===== config.mk =====
export PLATFORM = sky130hd
export DESIGN_NAME = pixel_commit_buffer
export DESIGN_NICKNAME = d
export VERILOG_FILES = /design/src/rtl/pixel_commit_buffer.sv
export SDC_FILE = /design/constraint.sdc
export NUM_CORES = 1
export LEC_CHECK = 0
export ABC_AREA = 1
export ABC_CLOCK_PERIOD_IN_PS = 2890
export BUFFER_PORTS_ARGS = -buffer_cell sky130_fd_sc_hd__buf_2
export CORE_ASPECT_RATIO = 1.2
export CORE_MARGIN = 2
export CORE_UTILIZATION = 35
export DETAILED_ROUTE_END_ITERATION = 7
export SYNTH_ARGS = -nofsm -noshare
export SYNTH_HDL_FRONTEND = slang
export SYNTH_SLANG_ARGS = --single-unit

===== constraint.sdc =====
create_clock -name clock_all -period 2.89 [get_ports clock_all]
set_clock_uncertainty 0.1 [all_clocks]
set_input_delay 0 -clock clock_all [delete_from_list [all_inputs] [get_ports clock_all]]
set_output_delay 0 -clock clock_all [all_outputs]
set_load 0.005 [all_outputs]

===== src/rtl/pixel_commit_buffer.sv =====
// Pixel draw-stream sink: FIFO, bounds check, row-major addressing and full-screen clear.
// Optional transparent-colour skipping is enabled by defining PIXEL_COMMIT_CHROMA_KEY_EN.
module pixel_commit_buffer #(
    parameter int         FIFO_DEPTH   = 16,
    parameter int         SCREEN_W     = 320,
    parameter int         SCREEN_H     = 240,
    parameter int         ADDR_W       = 17,
    parameter logic [2:0] CLEAR_COLOUR = 3'b000,
    parameter logic [2:0] KEY_COLOUR   = 3'b111
) (
    input  logic              clock_all,
    input  logic              reset_all,
    input  logic              in_valid,
    output logic              in_ready,
    input  logic [8:0]        in_x,
    input  logic [7:0]        in_y,
    input  logic [2:0]        in_colour,
    input  logic              clear_req,
    input  logic              fb_grant,
    output logic [ADDR_W-1:0] fb_address,
    output logic [2:0]        fb_data,
    output logic              fb_wren,
    output logic              dropped,
    output logic              busy
);

    localparam int PW = $clog2(FIFO_DEPTH);
    localparam logic [PW:0]       DEPTH_C    = (PW+1)'(FIFO_DEPTH);
    localparam logic [8:0]        W_LIM      = 9'(SCREEN_W);
    localparam logic [7:0]        H_LIM      = 8'(SCREEN_H);
    localparam logic [ADDR_W-1:0] SWEEP_LAST = ADDR_W'(SCREEN_W * SCREEN_H - 1);

`ifdef PIXEL_COMMIT_CHROMA_KEY_EN
    localparam logic CHROMA_EN = 1'b1;
`else
    localparam logic CHROMA_EN = 1'b0;
`endif

    localparam logic [0:0] RUN   = 1'b0;
    localparam logic [0:0] CLEAR = 1'b1;

    logic [19:0]       mem [FIFO_DEPTH];
    logic [PW-1:0]     wr_ptr, rd_ptr;
    logic [PW:0]       count;
    logic [0:0]        state;
    logic              clear_pending;
    logic [ADDR_W-1:0] sweep;

    logic              p_valid;
    logic [8:0]        p_x;
    logic [7:0]        p_y;
    logic [2:0]        p_colour;

    logic              push, pop, in_bounds, key_hit;
    logic [ADDR_W-1:0] p_addr;

    assign in_ready  = (count < DEPTH_C) && !clear_pending && (state != CLEAR);
    assign push      = in_valid && in_ready;
    assign pop       = (state == RUN) && (count != '0) && fb_grant;
    assign busy      = (count != '0) || clear_pending || (state == CLEAR) || p_valid;

    // y*320 + x as shift-add, evaluated on the staged entry
    assign in_bounds = (p_x < W_LIM) && (p_y < H_LIM);
    assign key_hit   = CHROMA_EN && (p_colour == KEY_COLOUR);
    assign p_addr    = ADDR_W'({p_y, 8'b0}) + ADDR_W'({p_y, 6'b0}) + ADDR_W'(p_x);

    always_ff @(posedge clock_all) begin
        if (push)
            mem[wr_ptr] <= {in_x, in_y, in_colour};
    end

    always_ff @(posedge clock_all or posedge reset_all) begin
        if (reset_all) begin
            wr_ptr        <= '0;
            rd_ptr        <= '0;
            count         <= '0;
            state         <= RUN;
            clear_pending <= 1'b0;
            sweep         <= '0;
            p_valid       <= 1'b0;
            p_x           <= '0;
            p_y           <= '0;
            p_colour      <= '0;
            fb_wren       <= 1'b0;
            fb_address    <= '0;
            fb_data       <= '0;
            dropped       <= 1'b0;
        end else begin
            if (push)
                wr_ptr <= wr_ptr + 1'b1;
            if (pop)
                rd_ptr <= rd_ptr + 1'b1;
            case ({push, pop})
                2'b10:   count <= count + 1'b1;
                2'b01:   count <= count - 1'b1;
                default: count <= count;
            endcase

            p_valid <= pop;
            if (pop)
                {p_x, p_y, p_colour} <= mem[rd_ptr];

            if (clear_req && state != CLEAR)
                clear_pending <= 1'b1;

            fb_wren <= 1'b0;
            dropped <= 1'b0;

            if (state == RUN) begin
                // sweep starts only once every queued pixel has left the pipeline
                if (clear_pending && count == '0 && !p_valid)
                    state <= CLEAR;
                if (p_valid) begin
                    if (!in_bounds) begin
                        dropped <= 1'b1;
                    end else if (!key_hit) begin
                        fb_wren    <= 1'b1;
                        fb_address <= p_addr;
                        fb_data    <= p_colour;
                    end
                end
            end else if (fb_grant) begin
                fb_wren    <= 1'b1;
                fb_address <= sweep;
                fb_data    <= CLEAR_COLOUR;
                if (sweep == SWEEP_LAST) begin
                    sweep         <= '0;
                    state         <= RUN;
                    clear_pending <= 1'b0;
                end else begin
                    sweep <= sweep + 1'b1;
                end
            end
        end
    end

endmodule

==> results of run 1 <==
[registers in the layout, indices dropped and copies added, names as in the netlist, 3 cells and up]
signal	flops
mem	320
fb_data	3
count	5
rd_ptr	4
fb_address	17
p_x	9
p_colour	3
wr_ptr	4
sweep	17
p_y	8
[per-stage QoR]
step                utilization, %  area [µm²]  hold slack (ns)  instances  power, µW
floorplan                        -       17890        -0.001131       1838      11280
global placement             37.53       18890          0.01980       2491      13090
detailed placement           37.53       18890          0.02018       2491      13140
CTS                          40.79       20530           0.1363       2589      18690
global route                 40.79       20530           0.1569       2589      19670
finish                       40.79       20530           0.1593       2589      18540
[area by class of cell]
class                           count  share of cell area [%]
Timing Repair Buffer              110                   4.046
Multi-Input combinational cell   1058                   23.62
Sequential cell                   395                   55.97
Tap cell                          644                   3.924
Inverter                          309                   5.667
Clock inverter                     21                   1.481
Clock buffer                       52                   5.296
[routing by layer]
| layer | vias to the layer above | track usage, % | share of wire [%] |
|---|---|---|---|
| li1 | 6028 | - | - |
| met1 | 5947 | 21.74 | 43 |
| met2 | 316 | 29.29 | 49 |
| met3 | 80 | 3.050 | 5.5 |
| met4 | 0 | 6.157 | 3.0 |
| met5 | - | 0 | 0 |
[power breakdown]
part | internal [µW] | switching, µW
registers | 6550 | 330
clock network | 3230 | 2270
logic | 1940 | 4220
[cell usage after synthesis]
| cell | number | area share, % |
|---|---|---|
| o21ai_1 | 1 | 0.028 |
| nand3_1 | 273 | 7.6 |
| edfxtp_1 | 320 | 54 |
| o21bai_1 | 1 | 0.042 |
| inv_1 | 302 | 6.3 |
| o21ai_0 | 10 | 0.28 |
| buf_4 | 10 | 0.42 |
| xnor2_1 | 4 | 0.20 |
| buf_6 | 9 | 0.57 |
| nor2_2 | 4 | 0.14 |
| buf_2 | 32 | 0.90 |
| clkinv_1 | 1 | 0.021 |
| or2_2 | 5 | 0.17 |
| nor3_1 | 7 | 0.20 |
| inv_2 | 5 | 0.10 |
| o211ai_1 | 10 | 0.42 |
| nand2_2 | 2 | 0.070 |
| a31oi_1 | 1 | 0.035 |
| nand3b_1 | 1 | 0.042 |
| a211oi_1 | 1 | 0.042 |
| dfrtp_1 | 75 | 10 |
| nor2_1 | 48 | 1.0 |
| nand2_1 | 628 | 13 |
| buf_1 | 4 | 0.084 |
| nor3_2 | 2 | 0.11 |
| xor2_1 | 11 | 0.54 |
| inv_4 | 1 | 0.035 |
| clkbuf_1 | 21 | 0.44 |
| a21oi_1 | 15 | 0.42 |
| o22ai_1 | 1 | 0.035 |
| ha_1 | 25 | 1.7 |
| nand4_2 | 1 | 0.070 |
| nand4_1 | 4 | 0.14 |
| fa_1 | 3 | 0.34 |
[final timing paths]
check	from	to	slack [ns]	cells past startpoint
setup / recovery	p_x[8]$_DFFE_PP0P_	fb_address[15]$_DFFE_PP0P_	0.55	12
hold / removal	clear_req	clear_pending$_DFF_PP0_	0.16	4
setup reg to reg	p_x[8]$_DFFE_PP0P_	fb_address[15]$_DFFE_PP0P_	0.55	12
hold reg to reg	fb_address[4]$_DFFE_PP0P_	fb_address[4]$_DFFE_PP0P_	0.37	2
max in group asynchronous	reset_all	fb_address[12]$_DFFE_PP0P_	1.38	5
min in group asynchronous	reset_all	fb_address[2]$_DFFE_PP0P_	0.51	4
[worst reg2reg max path, cell delays in order (launching register included)]
cell and delay, ns:
dfrtp_1 0.36, inv_1 0.06, fa_1 0.53, inv_1 0.07, fa_1 0.44, nand2_1 0.10, nand2_1 0.11, nand3_1 0.14
nand2_1 0.07, nand2_1 0.07, nand3_1 0.07, nand2_1 0.07, nand2_1 0.05
[cells by family after synthesis]
family | after synthesis
DFF | 395
adders and majority gates | 28
buffers and inverters | 385
xor gates and xnor gates | 15
and+or+nand+nor | 975
AOI/OAI and AO/OA | 40
[repair_timing]
item,CTS,global route
endpoints found under the hold margin,426,0
setup buffers,0,0
hold buffers,25,0
==> results.tsv, run 1 <==
stage	metric	value	unit
status	status	finished clean	
logic_synthesis	largest family of logic cells by synthesized area	simple AND/OR/NAND/NOR gates	
finish	Nets	1968	
timing	fmax	428.1	MHz
logic_synthesis	post-synthesis compound-gate area fraction	1.301	%
logic_synthesis	synthesized flop and latch total	395	
logic_synthesis	Distinct cells, synth	34	
worst_hold_path	Tightest Hold Check Type	in -> reg	
global_route	gr ovfl total	0	
timing	Final min period	2.336	ns
cts	Reg clk slew, reported paths	0.06	ns
finish	area of the multi-input gates	4850	µm²
route	Routed WL	44270	µm
run	Max-Cap Viols	0	
global_route	antenna violations before repair	0	
timing	Fin. Hold Viols	0	
critical_path	Crit path buffers/inverters	2	
global_route	vias in the first global route	12310	
floorplanning	Core ar.	50340	µm²
cts	Worst-Skew Late Latency	0.60	ns
logic_synthesis	post-synthesis xor/xnor area fraction	0.7344	%
route	DRT antenna net count	0	
route	vias	12370	
timing	RSZ-0062 raised after global routing	no	
cts	CTS Root Cell	clkbuf_16	
timing	Worst Tran Pin Value	0.7947	ns
placement	PortBufs	48	
placement	hpwl dp	27100	µm
cts	CTS sink count	395	
route	vias per cell	4.778	
timing	endpoints failing setup	0	
logic_synthesis	Avg Cell Area, Syn	9.733	µm²
critical_path	Critical Path AT	2.71	ns
cts	H-tree depth	2	
critical_path	startpoint type of the worst setup path	flop	
floorplanning	Die Ht	251.7	µm
route	wire per inst	17.10	µm
floorplanning	die area	52940	µm²
cts	CTS tree	yes	
route	# DRC	0	
timing	final period utilization	80.83	%
logic_synthesis	multiplexer share of the synthesized area	0	%
logic_synthesis	Syn. warnings	0	
global_route	GR Util All Layers	17.11	%
pwr	Leak Pwr	0.009209	µW
timing	Slew Viols, Final	0	
critical_path	critical path peak fanout	4	
logic_synthesis	Post-Syn Nets	1891	
logic_synthesis	Seq/Total Area, Yosys	64.21	%
pwr	Power Dens Cells	903.0	nW/µm²
floorplanning	Die X	210.4	µm
critical_path	most used cell along the critical path	nand2_1	
global_route	first-pass GRT wire length	70100	µm
timing	Fin Setup TNS	0	ns
timing	Final WS setup	0.5540	ns
logic_synthesis	Synth Area in Simple Gates	22.77	%
floorplanning	num rows	90	
finish	Area growth, synth to finish	14.78	%
route	initial DRC count	838	
critical_path	critical path's slowest cell	fa_1	
finish	commonest non-fill, non-tap cell in the layout	nand2_1	
cts	post_cts resized	0	
route	DR pass1 iterations	5	
finish	register area	11490	µm²
logic_synthesis	Syn Inst Count	1838	
critical_path	CP required	3.26	ns
placement	DP Worst Slack	0.5970	ns
critical_path	Crit path largest cell delay	0.53	ns
finish	commonest cells after routing, fill and taps aside	628 x nand2_1, 320 x edfxtp_1, 301 x inv_1	
finish	layout cell share with drive strength beyond 1	9.357	%
logic_synthesis	Adder-Cell Fraction of Synth Area	2.084	%
critical_path	Top Family by Delay on Critical Path	adder cells	
logic_synthesis	Mapped Area	17890	µm²
global_route	largest net degree at the start of global routing	162	
pwr	worst vdd ir	0.6380	mV
finish	fill count	4827	
cts	Inserted Clock Buffers	41	
floorplanning	Starting Density	35.54	%
placement	global placement routability congestion	0.8301	
critical_path	endpoint type of the worst setup path	flop	
cts	CTS Buffer Depth	3	
critical_path	critical path type	reg -> reg	
timing	headroom to the max-slew limit	47.02	%
floorplanning	io pins	49	
finish	diode count	0	
critical_path	crit path cell chain	inv_1 > fa_1 > inv_1 > fa_1 > nand2_1 > nand2_1 > nand3_1 > nand2_1 > nand2_1 > nand3_1 > nand2_1 > nand2_1	
Power figures use the tool's default switching activity.
==> run 2, diff against run 1 <==
Settings changed: ABC_CLOCK_PERIOD_IN_PS 2890 to 2380.
Clock period 2.89 ns to 2.38 ns, I/O delays scaled along.
==> run 2 against run 1 <==
  * Combinational power is 26% higher
  * Critical path type unchanged
  * Non-clock buffer count up 24
  * Worst setup slack worse by 0.38 ns
  * Clock power rose by 27%
  * Largest power group unchanged
  * Sequential power increased by 21%
  * Highest routed layer unchanged
  * Die area is the same
  * Worst hold slack better by 0.044 ns
==> results.tsv, run 2 (synthesis gave the netlist of run 1 again) <==
stage	metric	value	unit	change
status	status	finished clean		unchanged
finish	Area growth, synth to finish	16.86	%	was 14.78%
route	wire per inst	16.67	µm	was 17.10 µm
global_route	gr ovfl total	0		unchanged
floorplanning	die area	52940	µm²	unchanged
timing	Worst Tran Pin Value	0.6216	ns	was 0.7947 ns
placement	PortBufs	48		unchanged
cts	CTS Root Cell	clkbuf_16		unchanged
global_route	largest net degree at the start of global routing	116		was 162
critical_path	endpoint type of the worst setup path	flop		unchanged
finish	biggest regs	mem: 320 flops, fb_address: 17 flops, sweep: 17 flops		unchanged
timing	Final min period	2.202	ns	was 2.336 ns
cts	Reg clk slew, reported paths	0.06	ns	about the same
timing	Final WS setup	0.1781	ns	was 0.5540 ns
placement	global placement routability congestion	0.8276		was 0.8301
timing	Slew Viols, Final	0		unchanged
critical_path	Reg2Reg Setup Slack	0.18	ns	was 0.55 ns
pwr	Power Dens Cells	1105	nW/µm²	was 903.0 nW/µm²
finish	max reg flops	320		unchanged
critical_path	critical path peak fanout	4		unchanged
floorplanning	Die X	210.4	µm	unchanged
floorplanning	io pins	49		unchanged
pwr	Tot Pwr	23100	µW	was 18540 µW
run	Max-Cap Viols	0		unchanged
route	DRT antenna net count	0		unchanged
finish	commonest cells after routing, fill and taps aside	626 x nand2_1, 320 x edfxtp_1, 301 x inv_1		was 628 x nand2_1, 320 x edfxtp_1, 301 x inv_1
timing	headroom to the max-slew limit	58.56	%	was 47.02%
cts	H-tree depth	2		unchanged
critical_path	worst reg2reg endpoint	fb_address[15]$_DFFE_PP0P_		unchanged
finish	Top reg by flops	mem		unchanged
critical_path	Reg2Reg Depth	12		unchanged
critical_path	Critical R2R Launch	p_x[8]$_DFFE_PP0P_		unchanged
cts	CTS sink count	395		unchanged
critical_path	Critical Path AT	2.56	ns	was 2.71 ns
finish	diode count	0		unchanged
placement	hpwl dp	26900	µm	was 27100 µm
global_route	first-pass GRT wire length	68990	µm	was 70100 µm
critical_path	CP startpoint	p_x[8]$_DFFE_PP0P_		unchanged
route	Routed WL	43640	µm	was 44270 µm
worst_hold_path	Tightest Hold Check Type	in -> reg		unchanged
global_route	vias in the first global route	12120		was 12310
pwr	Leak Pwr	0.009409	µW	was 0.009209 µW
cts	CTS Buffer Depth	3		unchanged
route	DR pass1 iterations	5		unchanged
route	initial DRC count	1023		was 838
route	vias	12410		was 12370
timing	Fin Setup TNS	0	ns	unchanged
placement	Area after DPL	19170	µm²	was 18890 µm²
floorplanning	Starting Density	35.54	%	unchanged
global_route	GR Util All Layers	16.75	%	was 17.11%
timing	Fin. Hold Viols	0		unchanged
pwr	worst vdd ir	0.6888	mV	was 0.6380 mV
placement	DP Worst Slack	0.1123	ns	was 0.5970 ns
floorplanning	Die Ht	251.7	µm	unchanged
floorplanning	num rows	90		unchanged
timing	endpoints failing setup	0		unchanged
global_route	antenna violations before repair	0		unchanged
critical_path	critical path type	reg -> reg		unchanged
cts	Inserted Clock Buffers	42		was 41
critical_path	CP endpoint	fb_address[15]$_DFFE_PP0P_		unchanged
floorplanning	Core ar.	50340	µm²	unchanged
route	vias per cell	4.741		was 4.778
critical_path	CP required	2.74	ns	was 3.26 ns
route	# DRC	0		unchanged
timing	RSZ-0062 raised after global routing	no		unchanged
cts	Worst-Skew Late Latency	0.59	ns	was 0.60 ns
timing	fmax	454.2	MHz	was 428.1 MHz
cts	CTS tree	yes		unchanged
timing	final period utilization	92.51	%	was 80.83%
finish	commonest non-fill, non-tap cell in the layout	nand2_1		unchanged
finish	layout cell share with drive strength beyond 1	10.79	%	was 9.357%
critical_path	startpoint type of the worst setup path	flop		unchanged
finish	final std cell area, no fill	20910	µm²	was 20530 µm²
finish	Nets	1993		was 1968
[run 2: worst min path at each step]
stage | startpoint | to | slack, ns | cells after the start
finish | clear_req | clear_pending$_DFF_PP0_ | 0.20 | 4
global route | clear_req | clear_pending$_DFF_PP0_ | 0.23 | 4
CTS | clear_req | clear_pending$_DFF_PP0_ | 0.17 | 4
detailed placement | reset_all | fb_address[1]$_DFFE_PP0P_ | -0.05 | 2
global placement | reset_all | fb_address[1]$_DFFE_PP0P_ | -0.05 | 2
floorplan | in_colour[0] | mem[0][0]$_DFFE_PP_ | -0.001 | 0
[run 2: report_power, final]
group,switching (µW),internal (µW),leakage (µW)
Combinational,5190,2600,0.00491
Clock,2810,4170,0.000713
Sequential,376,7950,0.00379
[run 2: worst max-delay path, cell delays in order, from the launching register on]
cell	delay (ns)
dfrtp_1	0.34
inv_1	0.06
fa_1	0.53
inv_1	0.07
fa_2	0.40
nand2_2	0.09
nand2_2	0.08
nand3_1	0.12
nand2_1	0.06
nand2_1	0.07
nand3_1	0.06
nand2_1	0.07
nand2_1	0.05
[run 2: layout make-up]
cell class | count | area [µm²]
clock buffer | 52 | 1089
clock inverter | 26 | 375.4
fill | 4751 | 29430
inverter | 309 | 1164
multi-input combinational | 1058 | 4870
sequential | 395 | 11490
tap | 644 | 805.8
timing repair buffer | 134 | 1111
[run 2: stage by stage]
step | instances | utilization, % | hold slack [ns]
finish | 2618 | 41.53 | 0.2032
global route | 2618 | 41.53 | 0.2266
CTS | 2618 | 41.49 | 0.1708
detailed placement | 2515 | 38.09 | -0.04570
global placement | 2515 | 38.09 | -0.05458
floorplan | 1838 | - | -0.001131
[run 2: what timing repair did]
action | CTS | global route
buffers inserted | 0 | 0
hold buffers | 25 | 0
setup endpoints to repair | 0 | 4
endpoints found under the hold margin | 419 | 0
resized for setup | 0 | 5
[run 2: routing by layer]
metal | part of all wire (%) | global-route usage, %
met5 | 0 | 0
met4 | 2.7 | 5.815
met3 | 5.0 | 2.278
met2 | 49 | 28.21
met1 | 43 | 22.23
